### config.mk
export PLATFORM = sky130hd
export DESIGN_NAME = wshb_fb_reader
export DESIGN_NICKNAME = d
export VERILOG_FILES = /design/src/rtl/wshb_fb_reader.sv
export SDC_FILE = /design/constraint.sdc
export NUM_CORES = 2
export LEC_CHECK = 0
export BUFFER_PORTS_ARGS = -buffer_cell sky130_fd_sc_hd__buf_4
export CAP_MARGIN = 5
export CELL_PAD_IN_SITES_DETAIL_PLACEMENT = 1
export CELL_PAD_IN_SITES_GLOBAL_PLACEMENT = 1
export CORE_MARGIN = 4
export CORE_UTILIZATION = 50
export CTS_BUF_LIST = sky130_fd_sc_hd__clkbuf_4
export CTS_CLUSTER_SIZE = 30
export DETAILED_ROUTE_END_ITERATION = 16
export PLACE_DENSITY = 0.73
export SLEW_MARGIN = 20
export SYNTH_ARGS = -nofsm -noshare
export SYNTH_HDL_FRONTEND = slang
export SYNTH_MEMORY_MAX_BITS = 65536
export SYNTH_SLANG_ARGS = --single-unit
### constraint.sdc
create_clock -name clk -period 14.25 [get_ports clk]
set_clock_uncertainty 0.2 [all_clocks]
set_input_delay 2.85 -clock clk [delete_from_list [all_inputs] [get_ports clk]]
set_output_delay 2.85 -clock clk [all_outputs]
set_load 0.02 [all_outputs]
### src/rtl/wshb_fb_reader.sv
// ---------------------------------------------------------------------------
// wshb_fb_reader
//
// Wishbone master that streams a framebuffer out of SDRAM into the video path.
// It reads the frame sequentially in incrementing bursts of BURST_LEN 16-bit
// words starting at BASE_ADDR. Each word goes into a show-ahead FIFO, and the
// FIFO drives a valid/ready pixel stream. After the last pixel of a frame the
// read address returns to BASE_ADDR. pix_sof flags pixel 0 of every frame.
//
// A new burst is requested only when the FIFO already has room for a whole
// burst. Because of this reservation the FIFO can never overflow and no read
// is ever abandoned.
//
// Optional feature (macro WSHB_FB_READER_UNDERFLOW_EN):
//   When defined, underflow_cnt counts the cycles in which the consumer is
//   ready but no pixel is available. The count saturates and is cleared only
//   by reset. Counting starts once the first pixel 0 has been consumed after
//   enable rises. When undefined, underflow_cnt is tied to zero.
//
// Ports:
//   clk, rst_n     single clock; asynchronous active-low reset
//   enable         level-sensitive run request
//   wb_*           Wishbone B4 read master (classic transfers, cti tagged)
//   pix_data/valid/ready/sof   pixel stream taken from the FIFO head
//   underflow_cnt  stream underflow counter (zero unless the macro is set)
// ---------------------------------------------------------------------------
module wshb_fb_reader #(
  parameter logic [31:0] BASE_ADDR  = 32'h0,
  parameter int unsigned HDISP      = 800,
  parameter int unsigned VDISP      = 480,
  parameter int unsigned BURST_LEN  = 16,
  parameter int unsigned FIFO_DEPTH = 256
) (
  input  logic        clk,
  input  logic        rst_n,
  input  logic        enable,
  output logic        wb_cyc,
  output logic        wb_stb,
  output logic        wb_we,
  output logic [31:0] wb_adr,
  output logic [1:0]  wb_sel,
  output logic [2:0]  wb_cti,
  output logic [1:0]  wb_bte,
  input  logic [15:0] wb_dat_i,
  input  logic        wb_ack,
  output logic [15:0] pix_data,
  output logic        pix_valid,
  input  logic        pix_ready,
  output logic        pix_sof,
  output logic [15:0] underflow_cnt
);

  localparam int unsigned FRAME_PIX = HDISP * VDISP;
  localparam int unsigned AW        = $clog2(FIFO_DEPTH);
  localparam int unsigned CW        = AW + 1;
  localparam int unsigned BW        = (BURST_LEN > 1) ? $clog2(BURST_LEN) : 1;
  localparam int unsigned IW        = (FRAME_PIX > 1) ? $clog2(FRAME_PIX) : 1;

  localparam logic [BW-1:0] BURST_LAST = BW'(BURST_LEN - 1);
  localparam logic [IW-1:0] FRAME_LAST = IW'(FRAME_PIX - 1);
  // A burst may start only if the count is at or below this value.
  localparam logic [CW-1:0] ROOM_LIMIT = CW'(FIFO_DEPTH - BURST_LEN);
  localparam logic [CW-1:0] FULL_CNT   = CW'(FIFO_DEPTH);

  // -------------------------------------------------------------------------
  // Parameter legality
  // -------------------------------------------------------------------------
  if (BASE_ADDR[0] != 1'b0) begin : g_bad_base
    $fatal(1, "wshb_fb_reader: BASE_ADDR must be 2-byte aligned");
  end
  if (BURST_LEN == 0 || (BURST_LEN & (BURST_LEN - 1)) != 0) begin : g_bad_burst
    $fatal(1, "wshb_fb_reader: BURST_LEN must be a power of 2");
  end
  if ((FRAME_PIX % BURST_LEN) != 0) begin : g_bad_frame
    $fatal(1, "wshb_fb_reader: HDISP*VDISP must be a multiple of BURST_LEN");
  end
  if ((FIFO_DEPTH & (FIFO_DEPTH - 1)) != 0 || FIFO_DEPTH < 2 * BURST_LEN) begin : g_bad_fifo
    $fatal(1, "wshb_fb_reader: FIFO_DEPTH must be a power of 2 and >= 2*BURST_LEN");
  end

  // -------------------------------------------------------------------------
  // Declarations
  // -------------------------------------------------------------------------
  typedef enum logic {
    IDLE,
    BURST
  } state_t;

  state_t          state;
  state_t          state_nxt;

  logic [BW-1:0]   burst_cnt;
  logic [IW-1:0]   pix_idx;
  logic            stop_req;

  logic            ack_acc;
  logic            burst_last;
  logic            burst_stop;
  logic            flush;
  logic            room;

  logic [16:0]     mem [FIFO_DEPTH];
  logic [AW-1:0]   wr_ptr;
  logic [AW-1:0]   rd_ptr;
  logic [CW-1:0]   count;
  logic            push;
  logic            pop;
  logic            full;
  logic [16:0]     head;

  // -------------------------------------------------------------------------
  // Transfer bookkeeping
  // -------------------------------------------------------------------------
  // An ack arriving while the strobe is low does not belong to any of our
  // transfers, so it is ignored.
  assign ack_acc    = wb_stb && wb_ack;
  assign burst_last = (burst_cnt == BURST_LAST);
  // A stop requested at any point in the burst takes effect when the burst ends.
  assign burst_stop = stop_req || !enable;
  assign flush      = ack_acc && burst_last && burst_stop;
  assign room       = (count <= ROOM_LIMIT);

  // -------------------------------------------------------------------------
  // FSM: state register
  // -------------------------------------------------------------------------
  always_ff @(posedge clk or negedge rst_n) begin
    if (!rst_n) begin
      state <= IDLE;
    end else begin
      state <= state_nxt;
    end
  end

  // -------------------------------------------------------------------------
  // FSM: next state
  // -------------------------------------------------------------------------
  always_comb begin
    state_nxt = state;
    unique case (state)
      IDLE:    if (enable && room) state_nxt = BURST;
      BURST:   if (ack_acc && burst_last) state_nxt = IDLE;
      default: state_nxt = IDLE;
    endcase
  end

  // -------------------------------------------------------------------------
  // FSM: outputs
  // -------------------------------------------------------------------------
  always_comb begin
    wb_cyc = 1'b0;
    wb_stb = 1'b0;
    wb_cti = 3'b000;
    if (state == BURST) begin
      wb_cyc = 1'b1;
      wb_stb = 1'b1;
      wb_cti = burst_last ? 3'b111 : 3'b010;
    end
  end

  assign wb_we  = 1'b0;
  assign wb_sel = 2'b11;
  assign wb_bte = 2'b00;

  // -------------------------------------------------------------------------
  // Address, pixel index and burst position
  // -------------------------------------------------------------------------
  always_ff @(posedge clk or negedge rst_n) begin
    if (!rst_n) begin
      wb_adr    <= BASE_ADDR;
      pix_idx   <= '0;
      burst_cnt <= '0;
      stop_req  <= 1'b0;
    end else begin
      if (state == BURST && !enable) begin
        stop_req <= 1'b1;
      end
      if (ack_acc) begin
        if (burst_last) begin
          burst_cnt <= '0;
          stop_req  <= 1'b0;
        end else begin
          burst_cnt <= burst_cnt + 1'b1;
        end
        // A stopped run restarts at pixel 0. The frame wrap falls on a burst
        // end, so both reloads share one path.
        if (flush || pix_idx == FRAME_LAST) begin
          pix_idx <= '0;
          wb_adr  <= BASE_ADDR;
        end else begin
          pix_idx <= pix_idx + 1'b1;
          wb_adr  <= wb_adr + 32'd2;
        end
      end
    end
  end

  // -------------------------------------------------------------------------
  // Show-ahead pixel FIFO; bit 16 carries the start-of-frame tag
  // -------------------------------------------------------------------------
  assign push = ack_acc && !flush;
  assign pop  = pix_valid && pix_ready;
  assign full = (count == FULL_CNT);

  always_ff @(posedge clk) begin
    if (push) begin
      mem[wr_ptr] <= {(pix_idx == '0), wb_dat_i};
    end
  end

  always_ff @(posedge clk or negedge rst_n) begin
    if (!rst_n) begin
      wr_ptr <= '0;
      rd_ptr <= '0;
      count  <= '0;
    end else if (flush) begin
      wr_ptr <= '0;
      rd_ptr <= '0;
      count  <= '0;
    end else begin
      if (push) wr_ptr <= wr_ptr + 1'b1;
      if (pop)  rd_ptr <= rd_ptr + 1'b1;
      unique case ({push, pop})
        2'b10:   count <= count + 1'b1;
        2'b01:   count <= count - 1'b1;
        default: count <= count;
      endcase
    end
  end

  assign head      = mem[rd_ptr];
  assign pix_valid = (count != '0);
  assign pix_data  = head[15:0];
  assign pix_sof   = pix_valid && head[16];

  a_no_overflow: assert property (@(posedge clk) disable iff (!rst_n) !(full && wb_stb && wb_ack));

  // -------------------------------------------------------------------------
  // Underflow counter
  // -------------------------------------------------------------------------
`ifdef WSHB_FB_READER_UNDERFLOW_EN
  logic enable_q;
  logic uf_armed;

  always_ff @(posedge clk or negedge rst_n) begin
    if (!rst_n) begin
      enable_q      <= 1'b0;
      uf_armed      <= 1'b0;
      underflow_cnt <= '0;
    end else begin
      enable_q <= enable;
      // Disarm while stopped and on every enable rise. Then re-arm once
      // pixel 0 has actually been handed to the consumer.
      if (!enable || !enable_q) begin
        uf_armed <= 1'b0;
      end
      if (enable && pop && pix_sof) begin
        uf_armed <= 1'b1;
      end
      if (uf_armed && enable && pix_ready && !pix_valid && underflow_cnt != '1) begin
        underflow_cnt <= underflow_cnt + 1'b1;
      end
    end
  end
`else
  assign underflow_cnt = '0;
`endif

endmodule

Yosys cells after proc, flatten, opt, wreduce, memory -nomap -nowiden. Memories as Yosys holds them, arrays and structs flattened. Index checks and enable logic that the tools add are counted.

Memories: 1. Bits in read-only memories: 0. Output and inout port bits: 76. Register bits after elaboration: 82. Word-level logic and storage cells: 59. Bits in latches: 0. Bits in writable memories: 4352.

Memories: mem (words 256, width 17, rd ports 1, clocked after Yosys merged registers in 0, write ports 1, RTL line 102) `logic [16:0] mem [FIFO_DEPTH];`.

Shifts and indexed selects: 0. Reduce and logical (&&, ||, !) cells: 17. Multiplexer cells: 20. Multiply operators: 0. Eq/ne operators: 4. Bitwise gates (word level): 1. $lt $le $gt $ge: 1. Add/subtract/negate cells: 7. Div/mod/pow operators: 0.

Operators with widths (number): adder 32 x 2 -> 32 bit (second input constant) (1); two-way mux 32 bit (1); two-way mux 8 bit (4); adder 19 x 1 -> 19 bit (second input constant) (1); equality test 19 bit (second input constant) (1); zero test 19 bit (1); two-way mux 19 bit (1); case mux 9 bit (2 select lines) (1); adder 8 x 1 -> 8 bit (second input constant) (2); adder 9 x 1 -> 9 bit (second input constant) (1); <= comparator 9 x 8 -> 1 bit (second input constant) (1); two-way mux 9 bit (1); nonzero test 9 bit (1); subtractor 9 x 1 -> 9 bit (second input constant) (1); logical AND 1 bit (8); two-way mux 1 bit (8); two-way mux 3 bit (2); adder 4 x 1 -> 4 bit (second input constant) (1); equality test 4 bit (second input constant) (1); two-way mux 4 bit (1); nonzero test 2 bit (2); nonzero test 3 bit (1); equality test 2 x 1 -> 1 bit (second input constant) (1); equality test 2 bit (second input constant) (1); 4 further kinds (6).

Longest topological paths before layout.
Word-level depth: 9. Mapped depth: 13. Depth with buffers taken out: 12.

Least setup slack after synthesis. OpenSTA, ideal clock, no wires.

Kind: flip-flop to flip-flop. Start point: register pix_idx[11]. End point: memory mem[0][16] (data pin). Data required time: 12662 ps. Stages on the path, launching flop included: 4. Clock period less this slack: 8287 ps. Setup time: 1388 ps. Path slack: 5963 ps. Data arrival time: 6699 ps. Buffers on the path: 0. Cells stage by stage: dfrtp_1 -> nor4_1 -> nand4_1 -> nor2_1.

Word-level cells in the longest chain between the ends: 1.

Ends and longest elaborated chain: from (decl) (RTL line 93) `logic [IW-1:0] pix_idx;`; from (signal assigned) (RTL line 190) `pix_idx <= pix_idx + 1'b1;`; zero test 19 bit (RTL line 206) `mem[wr_ptr] <= {(pix_idx == '0), wb_dat_i};`; to (decl) (RTL line 102).

Every way passes these cells.

Worst setup path in the final report.
Start point: register rd_ptr[0]. End point: output pix_sof.

Word-level cells in the longest chain between the ends: 2.

Ends and longest elaborated chain: from (decl) (RTL line 104) `logic [AW-1:0] rd_ptr;`; from (signal assigned) (RTL line 221) `if (pop) rd_ptr <= rd_ptr + 1'b1;`; memory (256 x 17 bit); logical AND 1 bit (RTL line 233) `assign pix_sof = pix_valid && head[16];`; to (decl) (RTL line 49) `output logic pix_sof,`.

Every way passes these cells.

==> results.md <==
* Run status: completed
* # DRC at 0
* Mapped Cells at between 7000 and 8000
* Max cap viols at 0
* M1 GR Usage at 0.359
* Setup WS pre-CTS at 5.16 ns
* Core area at around 0.34 mm^2
* Yosys reg bits at 4433
* Critical path capture point type: output port
* Tightest Hold Check Type: register to register
* Vias at 86200
* CP required at roughly 11 ns
* Fraction of registers with async set/reset at 0.0183
* Count leader, synth: edfxtp_1
* CP cell instances: buf_12 -> buf_4 -> buf_16 -> mux4_2 -> mux4_2 -> a22oi_1 -> a22oi_1 -> nand3_1 -> nand2_1 -> buf_4
* # IOs at just under 100
* Per-cell routed wire length at 34.3 um
* Nets at approximately 8500
* Post-synth EDFFs at approximately 4400
* All-Layer GR Usage at 0.274
* Router iterations before antenna repair at 6
* M2 GR Usage at 0.428
* CTS H-Tree Depth at 7
* Max-slew violation count at 0
* Synth warn at 0
* Final min period at 10.55 ns
* Placed insts at approximately 12000
* Post-Syn Area per Cell at 23.6 um^2
* GR peak layer: met2
* Worst vdd ir at 0.180 mV
* F_max at 0.0948 GHz
* Ys flop type: edfxtp_1
* CP Data Arrival Time at 7.50 ns
* Setup bufs post-CTS at 0
* Slew @ Worst Pin at 1.26 ns
* Synth unique cells at 67
* Vias per inst at 6.29
* Synth top area share at 0.765
* Post-CTS sizing at 0
* Cell area after synthesis at 0.171 mm^2
* Synth area leader: edfxtp_1
* Post-DRT Antenna Nets at 0
* Leakage at 61.3 nW
* Final hold slack at 0.324 ns
* Crit path max-delay family: buffers and inverters
* R2R Setup Slk at between 8 and 9 ns
* CTS Sinks at 4433
* Critical path buffers and inverters at 4
* Post-DP HPWL at 261 mm
* Clk_lat worst skew at approximately 1.7 ns
* CP peak stage delay at 1.01 ns
* Overflow after GRT at 0
* Pwr/cell area at approximately 190 mW/mm^2
* Slowest CP cell: dfrtp_4
* Number of global-route vias before repair at around 92000
* Unrepaired setup endpoints after global routing: false
* WL final at 470 mm
* First-pass GRT wire length at 674 mm
* TritonCTS buffer count at 1168
* Final worst slack at approximately 3.7 ns
* Setup Viol. Count Final at 0
* CP startpoint kind: register
* Non-filler cells, final at between 10000 and 15000
* Area growth syn-to-layout at 12.9%
* Die height at 592 um
* FP Rows at 214
* Post-synthesis sequential area ratio at 0.777
* Class of the most critical setup path: register to output port
* Total Power at roughly 36 mW
* Clock Tree Buf Depth at 5
* Max Fanout on Critical Path at 91
* Synth top cells by count: edfxtp_1, mux4_2, nor2_1, clkbuf_1, buf_2
* Root buf cell: clkbuf_4
* Period utilization at 0.740
* Starting Density at 0.502
* Ranking of synthesized cells by area: edfxtp_1, mux4_2, dfrtp_1, nor2_1, clkbuf_1
* Slew HR at 0.162
* Layout cells sized above 1 at 0.414
* CTS tree: yes
* Buffers on Ports at 74
* Grt met3 use at 0.0797
* Final hold vios at 0
* Hold_buf cts at 0
* Clock-pin slew on the worst setup and hold paths at 0.06 ns
* Die X at 592 um
* Die area at around 0.35 mm^2
* TNS Setup at 0 ns
* Initial drt markers at 12400
* Largest net degree at the start of global routing at 200
* GP Congestion at between 0.8 and 0.9
* Antenna violations before repair at 33
-- cells in the final DEF (no fill, tap or decap), drive strengths merged, types with 40 or more instances in the layout --
cell and n:
mux4 1337, nand3 48, a21oi 47, nor2 354, buf 441, nand2 109, mux2i 73, dfrtp 81
clkbuf 1626, clkinv 236, edfxtp 4352, a22oi 40
-- logic make-up (layout without fill, tap and decap cells) --
group / count (synthesis) / after routing / share of synthesized area
flops: 4433 / 4433 / 0.777
mux: 1417 / 1417 / 0.181
simple gates: 628 / 628 / 0.0159
buf+inv: 440 / 2357 / 0.0128
compound gates: 237 / 237 / 0.00944
xor+xnor: 57 / 57 / 0.00292
fa+ha+maj: 12 / 12 / 0.000879
other cells: 2 / 37 / 0.0000440
-- where the power goes --
group / internal, mW / switching, mW / total [mW] / leakage [nW]
combinational: 4.50 / 6.13 / 10.6 / 12.8
clock: 5.53 / 5.07 / 10.6 / 8.22
sequential: 14.5 / 0.231 / 14.8 / 40.2
-- sequential cells by signal, summed over array words and instances, names as in the netlist --
| register | cells |
|---|---|
| mem | 4352 |
| wb_adr | 31 |
| pix_idx | 19 |
| count | 9 |
| rd_ptr | 8 |
| wr_ptr | 8 |
| burst_cnt | 4 |
| state | 1 |
| stop_req | 1 |
-- worst register-to-register path, cell delays in order (launching register included) --
cell	delay, ns
dfrtp_1	0.48
and2_1	0.78
o21a_1	0.84
nand3_2	0.86
buf_4	0.58
nor2_1	0.86
buf_4	0.42
-- cell type report --
| class | count | area, um^2 |
|---|---|---|
| clock buffers | 1610 | 12100 |
| inverters | 15 | 57.6 |
| multi-input cells | 2373 | 36800 |
| clock inverters | 275 | 1590 |
| flip-flops and latches | 4433 | 133000 |
| fillers | 29200 | 147000 |
| diodes | 15 | 37.5 |
| repair buffers | 457 | 3850 |
| well taps | 4536 | 5680 |
-- path summary, 6_finish.rpt --
kind | startpoint | to | depth (start not counted)
setup reg to reg | state$_DFF_PN0_ | mem[91][15]$_DFFE_PP_ | 6
hold / removal | burst_cnt[3]$_DFFE_PN0N_ | burst_cnt[3]$_DFFE_PN0N_ | 1
max in group asynchronous | rst_n | rd_ptr[3]$_DFFE_PN0P_ | 1
setup / recovery | rd_ptr[0]$_DFFE_PN0P_ | pix_sof | 10
min in group asynchronous | rst_n | stop_req$_DFF_PN0_ | 1
hold reg to reg | burst_cnt[3]$_DFFE_PN0N_ | burst_cnt[3]$_DFFE_PN0N_ | 1
-- stage by stage --
stage | instance area (um^2) | utilization
final | 193000 | 0.567
after global routing | 193000 | 0.567
after CTS | 193000 | 0.567
after detailed placement | 179000 | 0.526
after global placement | 179000 | 0.526
after floorplan | 171000 | -
-- metal layers --
layer | vias to the layer above | share of wire | routed length (um)
met5 | - | 0.00020 | 93
met4 | 16 | 0.044 | 20700
met3 | 972 | 0.11 | 50000
met2 | 5372 | 0.49 | 230000
met1 | 46000 | 0.36 | 169000
li1 | 33900 | - | -
Note: power is estimated with default switching activity, not from simulation.
